$ cat src/rtl/wvb_readout_pkg.sv
// Shared types and constants for the waveform-buffer readout controller.
package wvb_readout_pkg;

    // Width of one word on the outgoing packet stream.
    localparam int STREAM_W = 32;

    // Header field positions, in units of the buffer address width.
    localparam int START_FIELD = 0;
    localparam int STOP_FIELD  = 1;

    typedef enum logic [2:0] {
        IDLE,
        LATCH,
        HDR,
        SAMP,
        DRAIN
    } state_t;

    // Number of stream words needed to carry a field of the given width.
    function automatic int ceil_div(input int num, input int den);
        return (num + den - 1) / den;
    endfunction

endpackage

$ cat src/rtl/wvb_readout_if.sv
// 32-bit valid/ready packet stream toward the DMA/readout FIFO.
interface wvb_readout_if;
    import wvb_readout_pkg::*;

    logic [STREAM_W-1:0] dout;
    logic                dout_valid;
    logic                dout_last;
    logic                dout_ready;

    modport master (output dout, dout_valid, dout_last, input dout_ready);
    modport slave  (input dout, dout_valid, dout_last, output dout_ready);

endinterface

$ cat src/rtl/wvb_ofifo.sv
// Show-ahead synchronous FIFO with occupancy count; pushes while full are dropped.
module wvb_ofifo #(
    parameter int P_DEPTH = 8,
    parameter int P_WIDTH = 33
) (
    input  logic                       clk,
    input  logic                       rst_n,
    input  logic                       push,
    input  logic [P_WIDTH-1:0]         din,
    input  logic                       pop,
    output logic [P_WIDTH-1:0]         dout,
    output logic                       empty,
    output logic                       full,
    output logic [$clog2(P_DEPTH):0]   count
);

    localparam int AW = $clog2(P_DEPTH);

    logic [P_WIDTH-1:0] mem [P_DEPTH];
    logic [AW:0]        wr_ptr;
    logic [AW:0]        rd_ptr;

    assign count = wr_ptr - rd_ptr;
    assign empty = (wr_ptr == rd_ptr);
    assign full  = (count == (AW + 1)'(P_DEPTH));
    assign dout  = mem[rd_ptr[AW-1:0]];

    // Storage write.
    // NOTE: the data array has no reset; only the pointers define what is valid.
    always_ff @(posedge clk) begin
        if (push && !full) begin
            mem[wr_ptr[AW-1:0]] <= din;
        end
    end

    // Pointer update; extra MSB distinguishes full from empty.
    // NOTE: sequential state uses non-blocking assignments so every flop samples pre-edge values.
    always_ff @(posedge clk or negedge rst_n) begin
        if (!rst_n) begin
            wr_ptr <= '0;
            rd_ptr <= '0;
        end else begin
            if (push && !full) begin
                wr_ptr <= wr_ptr + (AW + 1)'(1);
            end
            if (pop && !empty) begin
                rd_ptr <= rd_ptr + (AW + 1)'(1);
            end
        end
    end

endmodule

$ cat src/rtl/wvb_readout_ctrl.sv
// Pops a header and its samples from the waveform buffer and serializes them
// into a 32-bit packet stream, issuing sample reads only against free FIFO credit.
module wvb_readout_ctrl
    import wvb_readout_pkg::*;
#(
    parameter int P_DATA_WIDTH  = 28,
    parameter int P_ADR_WIDTH   = 15,
    parameter int P_HDR_WIDTH   = 87,
    parameter int P_RD_LATENCY  = 2,
    parameter int P_OFIFO_DEPTH = 8
) (
    input  logic                    clk,
    input  logic                    rst_n,
    input  logic                    en,
    input  logic                    hdr_empty,
    input  logic [P_HDR_WIDTH-1:0]  hdr_data_out,
    output logic                    hdr_rdreq,
    input  logic [P_DATA_WIDTH-1:0] wvb_data_out,
    output logic                    wvb_rdreq,
    output logic                    wvb_rddone,
    wvb_readout_if.master           strm,
    output logic                    busy,
    output logic [15:0]             pkt_cnt
);

    localparam int NH        = ceil_div(P_HDR_WIDTH, STREAM_W);
    localparam int HDR_PAD_W = NH * STREAM_W;
    localparam int IDX_W     = $clog2(NH) + 1;
    localparam int CNT_W     = $clog2(P_OFIFO_DEPTH) + 1;
    localparam int FL_W      = $clog2(P_RD_LATENCY + 1);
    localparam int N_W       = P_ADR_WIDTH + 1;
    localparam int FIFO_W    = STREAM_W + 1;

    state_t                  state_q, state_d;
    logic [HDR_PAD_W-1:0]    hdr_q;
    logic [HDR_PAD_W-1:0]    hdr_in_pad;
    logic [N_W-1:0]          n_q, n_d;
    logic [IDX_W-1:0]        hdr_idx_q;
    logic [N_W-1:0]          issued_q;
    logic [N_W-1:0]          ret_cnt_q;
    logic [FL_W-1:0]         in_flight_q;
    logic [P_RD_LATENCY-1:0] dl_q;
    logic [P_ADR_WIDTH-1:0]  start_addr, stop_addr, span;

    logic                    ret_valid, ret_last, credit_ok;
    logic                    fifo_push, fifo_pop, fifo_empty, fifo_full;
    logic [FIFO_W-1:0]       fifo_din, fifo_dout;
    logic [CNT_W-1:0]        fifo_count;

    assign hdr_in_pad = HDR_PAD_W'(hdr_data_out);
    assign start_addr = hdr_data_out[START_FIELD*P_ADR_WIDTH +: P_ADR_WIDTH];
    assign stop_addr  = hdr_data_out[STOP_FIELD*P_ADR_WIDTH +: P_ADR_WIDTH];
    assign span       = stop_addr - start_addr + P_ADR_WIDTH'(1);
    // A span that wraps to zero is a full-buffer waveform, hence the extra bit.
    assign n_d        = (span == '0) ? {1'b1, span} : {1'b0, span};

    assign ret_valid  = dl_q[P_RD_LATENCY-1];
    assign ret_last   = (ret_cnt_q == n_q - N_W'(1));
    // In-flight reads hold a reserved slot, so returns can never overflow the FIFO.
    assign credit_ok  = (int'(fifo_count) + int'(in_flight_q)) < P_OFIFO_DEPTH;
    assign busy       = (state_q != IDLE);

    // Next-state, handshake pulses and FIFO push source.
    // NOTE: every output gets a default first so no path through the case infers a latch.
    always_comb begin
        state_d    = state_q;
        hdr_rdreq  = 1'b0;
        wvb_rdreq  = 1'b0;
        wvb_rddone = 1'b0;
        fifo_push  = 1'b0;
        fifo_din   = '0;
        case (state_q)
            IDLE: begin
                if (en && !hdr_empty) begin
                    state_d = LATCH;
                end
            end
            LATCH: begin
                // Header word 0 goes straight from the show-ahead bus so it is
                // valid one cycle after hdr_rdreq; the FIFO is empty here.
                hdr_rdreq = 1'b1;
                fifo_push = 1'b1;
                fifo_din  = {1'b0, hdr_in_pad[STREAM_W-1:0]};
                state_d   = (NH == 1) ? SAMP : HDR;
            end
            HDR: begin
                if (!fifo_full) begin
                    fifo_push = 1'b1;
                    fifo_din  = {1'b0, hdr_q[STREAM_W*hdr_idx_q +: STREAM_W]};
                    if (hdr_idx_q == IDX_W'(NH - 1)) begin
                        state_d = SAMP;
                    end
                end
            end
            SAMP: begin
                if (issued_q < n_q && credit_ok) begin
                    wvb_rdreq = 1'b1;
                    if (issued_q == n_q - N_W'(1)) begin
                        state_d = DRAIN;
                    end
                end
            end
            DRAIN: begin
                if (in_flight_q == '0 && fifo_count == '0) begin
                    wvb_rddone = 1'b1;
                    state_d    = IDLE;
                end
            end
            default: state_d = IDLE;
        endcase
        // Sample returns only occur in SAMP/DRAIN, never alongside header pushes.
        if (ret_valid) begin
            fifo_push = 1'b1;
            fifo_din  = {ret_last, STREAM_W'(wvb_data_out)};
        end
    end

    // State register plus per-packet counters and the read-return delay line.
    always_ff @(posedge clk or negedge rst_n) begin
        if (!rst_n) begin
            state_q     <= IDLE;
            hdr_q       <= '0;
            n_q         <= '0;
            hdr_idx_q   <= '0;
            issued_q    <= '0;
            ret_cnt_q   <= '0;
            in_flight_q <= '0;
            dl_q        <= '0;
            pkt_cnt     <= '0;
        end else begin
            state_q <= state_d;
            dl_q    <= (dl_q << 1) | P_RD_LATENCY'(wvb_rdreq);
            if (state_q == LATCH) begin
                hdr_q     <= hdr_in_pad;
                n_q       <= n_d;
                hdr_idx_q <= IDX_W'(1);
                issued_q  <= '0;
                ret_cnt_q <= '0;
            end
            if (state_q == HDR && !fifo_full) begin
                hdr_idx_q <= hdr_idx_q + IDX_W'(1);
            end
            if (wvb_rdreq) begin
                issued_q <= issued_q + N_W'(1);
            end
            if (ret_valid) begin
                ret_cnt_q <= ret_cnt_q + N_W'(1);
            end
            case ({wvb_rdreq, ret_valid})
                2'b10:   in_flight_q <= in_flight_q + FL_W'(1);
                2'b01:   in_flight_q <= in_flight_q - FL_W'(1);
                default: ;
            endcase
            if (wvb_rddone) begin
                pkt_cnt <= pkt_cnt + 16'd1;
            end
        end
    end

    assign fifo_pop = strm.dout_valid && strm.dout_ready;

    wvb_ofifo #(
        .P_DEPTH (P_OFIFO_DEPTH),
        .P_WIDTH (FIFO_W)
    ) u_ofifo (
        .clk   (clk),
        .rst_n (rst_n),
        .push  (fifo_push),
        .din   (fifo_din),
        .pop   (fifo_pop),
        .dout  (fifo_dout),
        .empty (fifo_empty),
        .full  (fifo_full),
        .count (fifo_count)
    );

    // Head of the FIFO drives the stream; masked while empty so outputs read zero.
    assign strm.dout       = fifo_empty ? '0 : fifo_dout[STREAM_W-1:0];
    assign strm.dout_valid = !fifo_empty;
    assign strm.dout_last  = !fifo_empty && fifo_dout[STREAM_W];

endmodule

$ cat src/flat_wrapper.sv
// flat-port wrapper written by rule: the top's interface ports become plain ports
module wvb_readout_ctrl_flat import wvb_readout_pkg::*;
#(
    parameter int P_DATA_WIDTH  = 28,
    parameter int P_ADR_WIDTH   = 15,
    parameter int P_HDR_WIDTH   = 87,
    parameter int P_RD_LATENCY  = 2,
    parameter int P_OFIFO_DEPTH = 8
)
  (clk, rst_n, en, hdr_empty, hdr_data_out, hdr_rdreq, wvb_data_out, wvb_rdreq, wvb_rddone, busy, pkt_cnt, strm_dout, strm_dout_valid, strm_dout_last, strm_dout_ready);
  wvb_readout_if strm_i ();
  input  logic clk;
  input  logic rst_n;
  input  logic en;
  input  logic hdr_empty;
  input  logic [P_HDR_WIDTH-1:0] hdr_data_out;
  output logic hdr_rdreq;
  input  logic [P_DATA_WIDTH-1:0] wvb_data_out;
  output logic wvb_rdreq;
  output logic wvb_rddone;
  output logic busy;
  output logic [15:0] pkt_cnt;
  output wire logic [$bits(strm_i.dout)-1:0] strm_dout;
  output wire logic [$bits(strm_i.dout_valid)-1:0] strm_dout_valid;
  output wire logic [$bits(strm_i.dout_last)-1:0] strm_dout_last;
  input wire logic [$bits(strm_i.dout_ready)-1:0] strm_dout_ready;
  assign strm_dout = strm_i.dout;
  assign strm_dout_valid = strm_i.dout_valid;
  assign strm_dout_last = strm_i.dout_last;
  assign strm_i.dout_ready = strm_dout_ready;
  wvb_readout_ctrl #(.P_DATA_WIDTH(P_DATA_WIDTH), .P_ADR_WIDTH(P_ADR_WIDTH), .P_HDR_WIDTH(P_HDR_WIDTH), .P_RD_LATENCY(P_RD_LATENCY), .P_OFIFO_DEPTH(P_OFIFO_DEPTH)) u_core (.clk(clk), .rst_n(rst_n), .en(en), .hdr_empty(hdr_empty), .hdr_data_out(hdr_data_out), .hdr_rdreq(hdr_rdreq), .wvb_data_out(wvb_data_out), .wvb_rdreq(wvb_rdreq), .wvb_rddone(wvb_rddone), .strm(strm_i), .busy(busy), .pkt_cnt(pkt_cnt));
endmodule
$ cat config.mk
export PLATFORM = sky130hd
export DESIGN_NAME = wvb_readout_ctrl_flat
export DESIGN_NICKNAME = d
export VERILOG_FILES = /design/src/rtl/wvb_readout_pkg.sv /design/src/rtl/wvb_readout_if.sv /design/src/rtl/wvb_ofifo.sv /design/src/rtl/wvb_readout_ctrl.sv /design/src/flat_wrapper.sv
export SDC_FILE = /design/constraint.sdc
export NUM_CORES = 1
export LEC_CHECK = 0
export CORE_MARGIN = 4
export CORE_UTILIZATION = 50
export CTS_CLUSTER_DIAMETER = 150
export DETAILED_ROUTE_END_ITERATION = 10
export PLACE_DENSITY_LB_ADDON = 0.3
export SKIP_CTS_REPAIR_TIMING = 1
export SYNTH_ARGS = -nofsm -noshare
export SYNTH_HDL_FRONTEND = slang
export SYNTH_SLANG_ARGS = --single-unit
$ cat constraint.sdc
create_clock -name clk -period 6.2 [get_ports clk]
set_clock_uncertainty 0.2 [all_clocks]
set_input_delay 1.24 -clock clk [delete_from_list [all_inputs] [get_ports clk]]
set_output_delay 1.24 -clock clk [all_outputs]
set_load 0.02 [all_outputs]
After elaboration in Yosys (flattened, before gate mapping):

Memories as Yosys holds them, arrays and structs flattened.
Cells that the tools add are included.

* flip-flop bits (word level): 169
* bits in writable memories: 264
* input bits: 120
* output and inout port bits: 54
* logic and storage cells: 95
* memories: 1

Memories
* u_core.u_ofifo.mem: depth 8, width 33, rd ports 1, clocked after memory_dff 0, write ports 1, RTL line wvb_ofifo.sv:19 `logic [P_WIDTH-1:0] mem [P_DEPTH];`

* add/subtract/negate cells: 13
* order comparisons: 2
* eq/ne operators: 17
* shift-type cells: 1
* mux-type cells: 28
* bitwise gates (word level): 1
* reduce and logical (&&, ||, !) cells: 21

Operators by type and width (count)
* 96-bit by 9-bit variable part select with 32-bit output: 1
* 33-bit one-hot mux with 2 select lines: 1
* 16-bit two-way mux: 4
* 32-bit two-way mux: 2
* 16-bit by 1-bit adder with 16-bit output, second input constant: 3
* 33-bit two-way mux: 1
* 16-bit equality test: 2
* 32-bit by 5-bit less-than comparator with 1-bit output, second input constant: 1
* 3-bit two-way mux: 8
* 16-bit less-than comparator: 1
* 16-bit by 1-bit subtractor with 16-bit output, second input constant: 1
* 15-bit by 1-bit adder with 15-bit output, second input constant: 1
* 15-bit logical NOT: 1
* 3-bit one-hot mux with 5 select lines: 1
* 15-bit subtractor: 1
* 2-bit by 1-bit != test with 1-bit output, second input constant: 5
* 3-bit by 2-bit equality test with 1-bit output, second input constant: 3
* 1-bit two-way mux: 9
* 4-bit by 1-bit adder with 4-bit output, second input constant: 2
* 1-bit logical AND: 8
* 2-bit nonzero test: 4
* 6-bit AND reduction: 1
* 4-bit by 2-bit adder with 5-bit output: 1
* 4-bit equality test: 1
* 18 further kinds: 20

Logic depth before layout (Yosys ltp):

* word-level depth: 8
* depth in mapped cells: 16
* gate-level depth less buffers: 13

By module:

From an unflattened synthesis, not the netlist that was laid out.

* cell total of the unflattened synthesis: 1706
* area, all modules: 20672.3 um2

Modules (own cells, without submodules)
* wvb_ofifo: times used 1, cells each 516, area an instance 10526.3 um2, seq. area each 8127.8 um2
* wvb_readout_ctrl: times used 1, cells each 1190, area an instance 10146.0 um2, seq. area each 4028.9 um2

Worst setup path after synthesis:

Ideal clock, no wire load.

* path kind: register -> register
* start: reg u_core.u_ofifo.rd_ptr[1]
* end: mem u_core.u_ofifo.mem[0][0], enable pin
* setup time: 506 ps
* data arrival time: 5542 ps
* data required time: 5494 ps
* slack: -48 ps
* cell stages (with the launch flop): 12
* path buffers: 3
* clock period less this slack: 6248 ps
* path through: dfrtp_1 > clkbuf_1 > buf_1 > clkbuf_1 > inv_1 > ha_1 > nor2b_1 > o21ai_0 > and3_1 > or3_1 > o21ai_0 > nor4_1

* cells in the longest elaborated chain, start to end: 8
* elaborated cells on any way between the ends: 9
* classes of those cells: add/sub: 1; eq/ne: 1; mux: 5; reduce/logical: 2

Ends and longest elaborated chain
* from (decl): RTL line wvb_ofifo.sv:21 `logic [AW:0] rd_ptr;`
* from (signal assigned): RTL line wvb_ofifo.sv:47 `rd_ptr <= rd_ptr + (AW + 1)'(1);`
* 4-bit subtractor (*): RTL line wvb_ofifo.sv:23 `assign count = wr_ptr - rd_ptr;`
* 4-bit equality test (*): RTL line wvb_ofifo.sv:25 `assign full = (count == (AW + 1)'(P_DEPTH));`
* 1-bit two-way mux: RTL line wvb_readout_ctrl.sv:87 `if (!fifo_full) begin`
* 1-bit one-hot mux with 2 select lines: RTL line wvb_readout_ctrl.sv:72 `case (state_q)`
* 1-bit two-way mux: RTL line wvb_readout_ctrl.sv:112 `if (ret_valid) begin`
* 1-bit logical AND (*): RTL line wvb_ofifo.sv:31 `if (push && !full) begin`
* 1-bit two-way mux (*): RTL line wvb_ofifo.sv:31
* 1-bit two-way mux (implied by the code) (*): RTL line wvb_ofifo.sv:32 `mem[wr_ptr[AW-1:0]] <= din;`
* to (decl): RTL line wvb_ofifo.sv:19

Every way passes the cells marked *; elsewhere a longest branch is shown, timed or not.

Worst setup path in the final report:

* start: reg u_core.u_ofifo.wr_ptr[0]
* end: out wvb_rdreq

* cells in the longest elaborated chain, start to end: 6

Ends and longest elaborated chain
* from (decl): RTL line wvb_ofifo.sv:20 `logic [AW:0] wr_ptr;`
* from (signal assigned): RTL line wvb_ofifo.sv:44 `wr_ptr <= wr_ptr + (AW + 1)'(1);`
* 4-bit subtractor: RTL line wvb_ofifo.sv:23
* 4-bit by 2-bit adder with 5-bit output: RTL line wvb_readout_ctrl.sv:60 `assign credit_ok = (int'(fifo_count) + int'(in_flight_q)) < P_OFIFO_DEPTH;`
* 32-bit by 5-bit less-than comparator with 1-bit output: RTL line wvb_readout_ctrl.sv:60
* 1-bit logical AND: RTL line wvb_readout_ctrl.sv:96 `if (issued_q < n_q && credit_ok) begin`
* 1-bit two-way mux: RTL line wvb_readout_ctrl.sv:96
* 1-bit two-way mux: RTL line wvb_readout_ctrl.sv:72
* to (decl): RTL line flat_wrapper.sv:19 `output logic wvb_rdreq;`

Every way passes these cells.

==> qor.csv <==
stage,metric,value,unit
synth,flip-flop cell with the highest count after synthesis,sky130_fd_sc_hd__edfxtp_1,
setup_path,critical path type,flip-flop to output pin,
hold_path,beginning of the worst hold path,u_core.dl_q[0],
power_and_ir_drop,worst IR drop on VDD,277.8,µV
finish,synth-to-layout area growth,19.47,%
synth,register area share after synthesis,60.01,%
setup_path,endpoint arrival time on the critical path,4.22,ns
grt,pin count of the biggest net entering global routing,110,
sta,Max Fclk,0.1766,GHz
clock_network,Max Root-Sink Buffers,3,
route,average detailed-routed wire length per instance,21.15,µm
setup_path,R2R depth,11,
grt,all-layer global routing usage,22.86,%
route,DR WL met2,24580,µm
route,first-iteration detailed-routing DRC count,1169,
clock_network,H-tree Lvls,2,
route,DRT Pass-1 Iters,5,
floorplanning,die area,0.04380,mm²
place,Final Wtd Congestion,0.8525,
clock_network,TritonCTS Sinks,433,
clock_network,clock transition at the registers of the reported paths,0.06,ns
synth,synthesized instance count,1642,
place,worst slack after detailed placement,1.048,ns
setup_path,critical register-to-register path startpoint,u_core.u_ofifo.wr_ptr[0],
setup_path,Crit path required time,4.76,ns
synth,post-synthesis cell type count,64,
place,placed instance count,2284,
setup_path,setup slack on the worst flop-to-flop path,1.45,ns
sta,shortest clock period the worst path allows after layout,5.663,ns
clock_network,CTS tree,yes,
power_and_ir_drop,Pwr Density,433.9,mW/mm²
route,routed vias/inst,5.675,
status,run status,completed,
setup_path,launch point of the critical path,u_core.u_ofifo.wr_ptr[0],
setup_path,reg-to-reg critical path endpoint,u_core.u_ofifo.mem[4][4],
finish,Total Nets Final,1983,
sta,setup repair after global routing missed its margin,no,
synth,synthesized area divided by synthesized cell count,12.34,µm²
power_and_ir_drop,Total Power Consumption,10.50,mW
power_and_ir_drop,Pleak,9.722,nW
synth,number of enable flip-flop cells after synthesis,264,
setup_path,startpoint type of the worst setup path,flip-flop,
synth,synthesized netlist net count,1820,
route,routed length on met3,3478,µm
clock_network,library cell used as clock root buffer,sky130_fd_sc_hd__clkbuf_16,
sta,setup_tns,0,ns
grt,via count of the first global-routing pass,13660,
route,top layer in use,met4,
floorplanning,Floorplan Core Area,0.03991,mm²
job,# Max-Cap Violations,0,
sta,slew margin rel.,26.90,%
grt,total congestion overflow,0,
sta,count of endpoints failing setup in the final report,0,
sta,Hold Fails Final Rpt,0,
place,post-DP HPWL,34230,µm
setup_path,Crit Path Max Fanout,21,
grt,first-pass GRT wire length,78960,µm
route,total via count in the routed design,13430,
synth,Netlist Area Pre-Place,0.02026,mm²
floorplanning,horizontal extent of the die,209.3,µm
finish,"non-filler cells, final",2367,
route,Metal-1 WL,20660,µm
sta,final worst-path setup slack,0.5369,ns
floorplanning,FP Rows,73,
route,DRC viols,0,
clock_network,total clock buffers created by CTS,44,
sta,Slew @ Worst Pin,1.092,ns
synth,fraction of registers with async set or reset after synthesis,39.03,%
place,Port Buffer Count,173,
floorplanning,starting density of the core,50.75,%
sta,Max Slew Vio Count,0,
floorplanning,I/O pins,174,
sta,portion of the clock cycle consumed by the worst path in the final layout,91.34,%
grt,initial antenna violation count,3,
setup_path,Critical Path Sink Type,output pin,
finish,share of final-layout standard cells stronger than drive strength 1,11.62,%
hold_path,type of the most critical hold path,flip-flop to flip-flop,
synth,flop and latch count out of synthesis,433,
floorplanning,vertical extent of the die,209.3,µm
clock_network,clock latency on the worst-skew pair,0.56,ns
setup_path,termination of the worst setup path,wvb_rdreq,
route,wire length after detailed routing,50070,µm
route,count of nets left with antenna violations after detail routing,0,
synth,Yosys warnings,0,
where the power goes:
part / leakage (nW) / switching, mW / internal (mW)
combinational: 4.46 / 2.15 / 1.61
clock: 0.754 / 1.12 / 1.75
sequential: 4.51 / 0.244 / 3.63
layout make-up:
class	count	area, µm²
clock inverters	31	404.1
fillers	3105	15710
well taps	525	656.9
diodes	1	2.502
clock buffers	51	1180
multi-input cells	1073	7621
repair buffers	204	1991
flip-flops and latches	433	12160
inverters	49	185.2
logic make-up (layout without fill, tap and decap cells):
| family | Yosys count | count (layout) | synth area share, % |
|---|---|---|---|
| DFF | 433 | 433 | 60.01 |
| AOI/OAI and AO/OA | 221 | 221 | 6.757 |
| muxes | 129 | 129 | 10.57 |
| xor gates and xnor gates | 84 | 84 | 3.835 |
| adders and majority gates | 58 | 58 | 3.656 |
| buffers and inverters | 136 | 335 | 2.619 |
| other | 0 | 1 | 0 |
| and+or+nand+nor | 581 | 581 | 12.56 |
worst max-delay path, cell delays in order, from the launching register on:
cell	delay [ns]
sky130_fd_sc_hd__dfrtp_1	0.50
sky130_fd_sc_hd__inv_1	0.19
sky130_fd_sc_hd__ha_1	0.25
sky130_fd_sc_hd__inv_1	0.07
sky130_fd_sc_hd__fa_1	0.43
sky130_fd_sc_hd__ha_1	0.29
sky130_fd_sc_hd__a31oi_1	0.17
sky130_fd_sc_hd__nor2_1	0.10
sky130_fd_sc_hd__a2111oi_4	0.40
sky130_fd_sc_hd__nand4_1	0.19
sky130_fd_sc_hd__inv_2	0.36
sky130_fd_sc_hd__clkdlybuf4s50_1	0.71
routing by layer:
layer / track usage [%] / vias up
li1: - / 6244
met1: 30.86 / 6698
met2: 38.44 / 417
met3: 4.529 / 73
met4: 5.963 / 0
met5: 0 / -
flip-flops by register name, summed over array words and instances, names as in the netlist:
name and flops:
u_core.dl_q 2, u_core.hdr_idx_q 3, u_core.hdr_q 87, u_core.in_flight_q 2
u_core.issued_q 16, u_core.n_q 16, u_core.pkt_cnt 16, u_core.ret_cnt_q 16
u_core.state_q 3, u_core.u_ofifo.mem 264, u_core.u_ofifo.rd_ptr 4, u_core.u_ofifo.wr_ptr 4
worst min path at each step:
stage	to	depth (start not counted)	slack, ns
2_1_floorplan	u_core.dl_q[1]	0	0.13
3_3_place_gp	u_core.dl_q[1]	0	0.15
3_5_place_dp	u_core.dl_q[1]	0	0.15
4_1_cts	u_core.dl_q[1]	0	0.16
5_1_grt	u_core.dl_q[1]	0	0.17
6_report	u_core.dl_q[1]	0	0.16
Yosys cell counts (all sizes together) (5+ instances only):
cell type | n | area, µm²
nor2b | 5 | 31.28
a21oi | 62 | 310.3
nand4 | 17 | 106.4
a21boi | 9 | 67.56
nor2 | 38 | 142.6
o21ai | 77 | 385.4
a21o | 11 | 82.58
nand2 | 408 | 1531
mux2 | 19 | 214.0
buf | 19 | 91.34
nand2b | 5 | 31.28
xnor2 | 44 | 385.4
edfxtp | 264 | 7928
and3 | 20 | 125.1
nor4 | 9 | 98.84
clkbuf | 68 | 255.2
o221ai | 16 | 140.1
mux2i | 44 | 440.4
xor2 | 37 | 324.1
a22oi | 14 | 105.1
nand3 | 31 | 155.2
or3 | 9 | 61.31
ha | 56 | 700.7
dfrtp | 169 | 4229
nor3 | 25 | 135.1
inv | 48 | 180.2
mux4 | 66 | 1486
metrics by stage:
step | hold WS [ns] | utilization, % | area, µm²
4_1_cts | 0.1604 | 60.63 | 24200
6_report | 0.1610 | 60.63 | 24200
2_1_floorplan | 0.1312 | - | 20260
3_5_place_dp | 0.1492 | 56.66 | 22620
5_1_grt | 0.1660 | 60.63 | 24200
3_3_place_gp | 0.1483 | 56.66 | 22620
cell usage in the layout, fill, tap and decap left out, types with 4 or more instances in the layout:
cell / Yosys / routed
sky130_fd_sc_hd__xnor2_1: 44 / 44
sky130_fd_sc_hd__bufinv_16: 0 / 9
sky130_fd_sc_hd__dfrtp_1: 169 / 167
sky130_fd_sc_hd__clkinv_2: 0 / 6
sky130_fd_sc_hd__clkbuf_16: 0 / 46
sky130_fd_sc_hd__a22oi_1: 14 / 14
sky130_fd_sc_hd__mux2_2: 19 / 19
sky130_fd_sc_hd__nand3_1: 31 / 31
sky130_fd_sc_hd__mux4_2: 66 / 66
sky130_fd_sc_hd__a21oi_1: 62 / 62
sky130_fd_sc_hd__clkdlybuf4s50_1: 0 / 172
sky130_fd_sc_hd__buf_4: 1 / 29
sky130_fd_sc_hd__o21ai_0: 76 / 76
sky130_fd_sc_hd__nor3_1: 23 / 19
sky130_fd_sc_hd__a21boi_0: 9 / 9
sky130_fd_sc_hd__ha_1: 56 / 56
sky130_fd_sc_hd__clkbuf_1: 68 / 4
sky130_fd_sc_hd__xor2_1: 37 / 37
sky130_fd_sc_hd__nand2b_1: 5 / 4
sky130_fd_sc_hd__a21o_1: 11 / 11
sky130_fd_sc_hd__or3_1: 8 / 8
sky130_fd_sc_hd__nand4_1: 17 / 17
sky130_fd_sc_hd__nor3_2: 2 / 6
sky130_fd_sc_hd__nor2b_1: 5 / 5
sky130_fd_sc_hd__mux2i_1: 44 / 44
sky130_fd_sc_hd__clkinv_1: 1 / 9
sky130_fd_sc_hd__and3_1: 20 / 20
sky130_fd_sc_hd__nand2_1: 408 / 408
sky130_fd_sc_hd__inv_1: 47 / 46
sky130_fd_sc_hd__nor4_2: 2 / 4
sky130_fd_sc_hd__o221ai_1: 16 / 16
sky130_fd_sc_hd__a22o_1: 4 / 4
sky130_fd_sc_hd__edfxtp_1: 264 / 264
sky130_fd_sc_hd__nor2_1: 38 / 36
sky130_fd_sc_hd__clkinvlp_4: 0 / 6
Note: power is estimated with default switching activity, not from simulation.
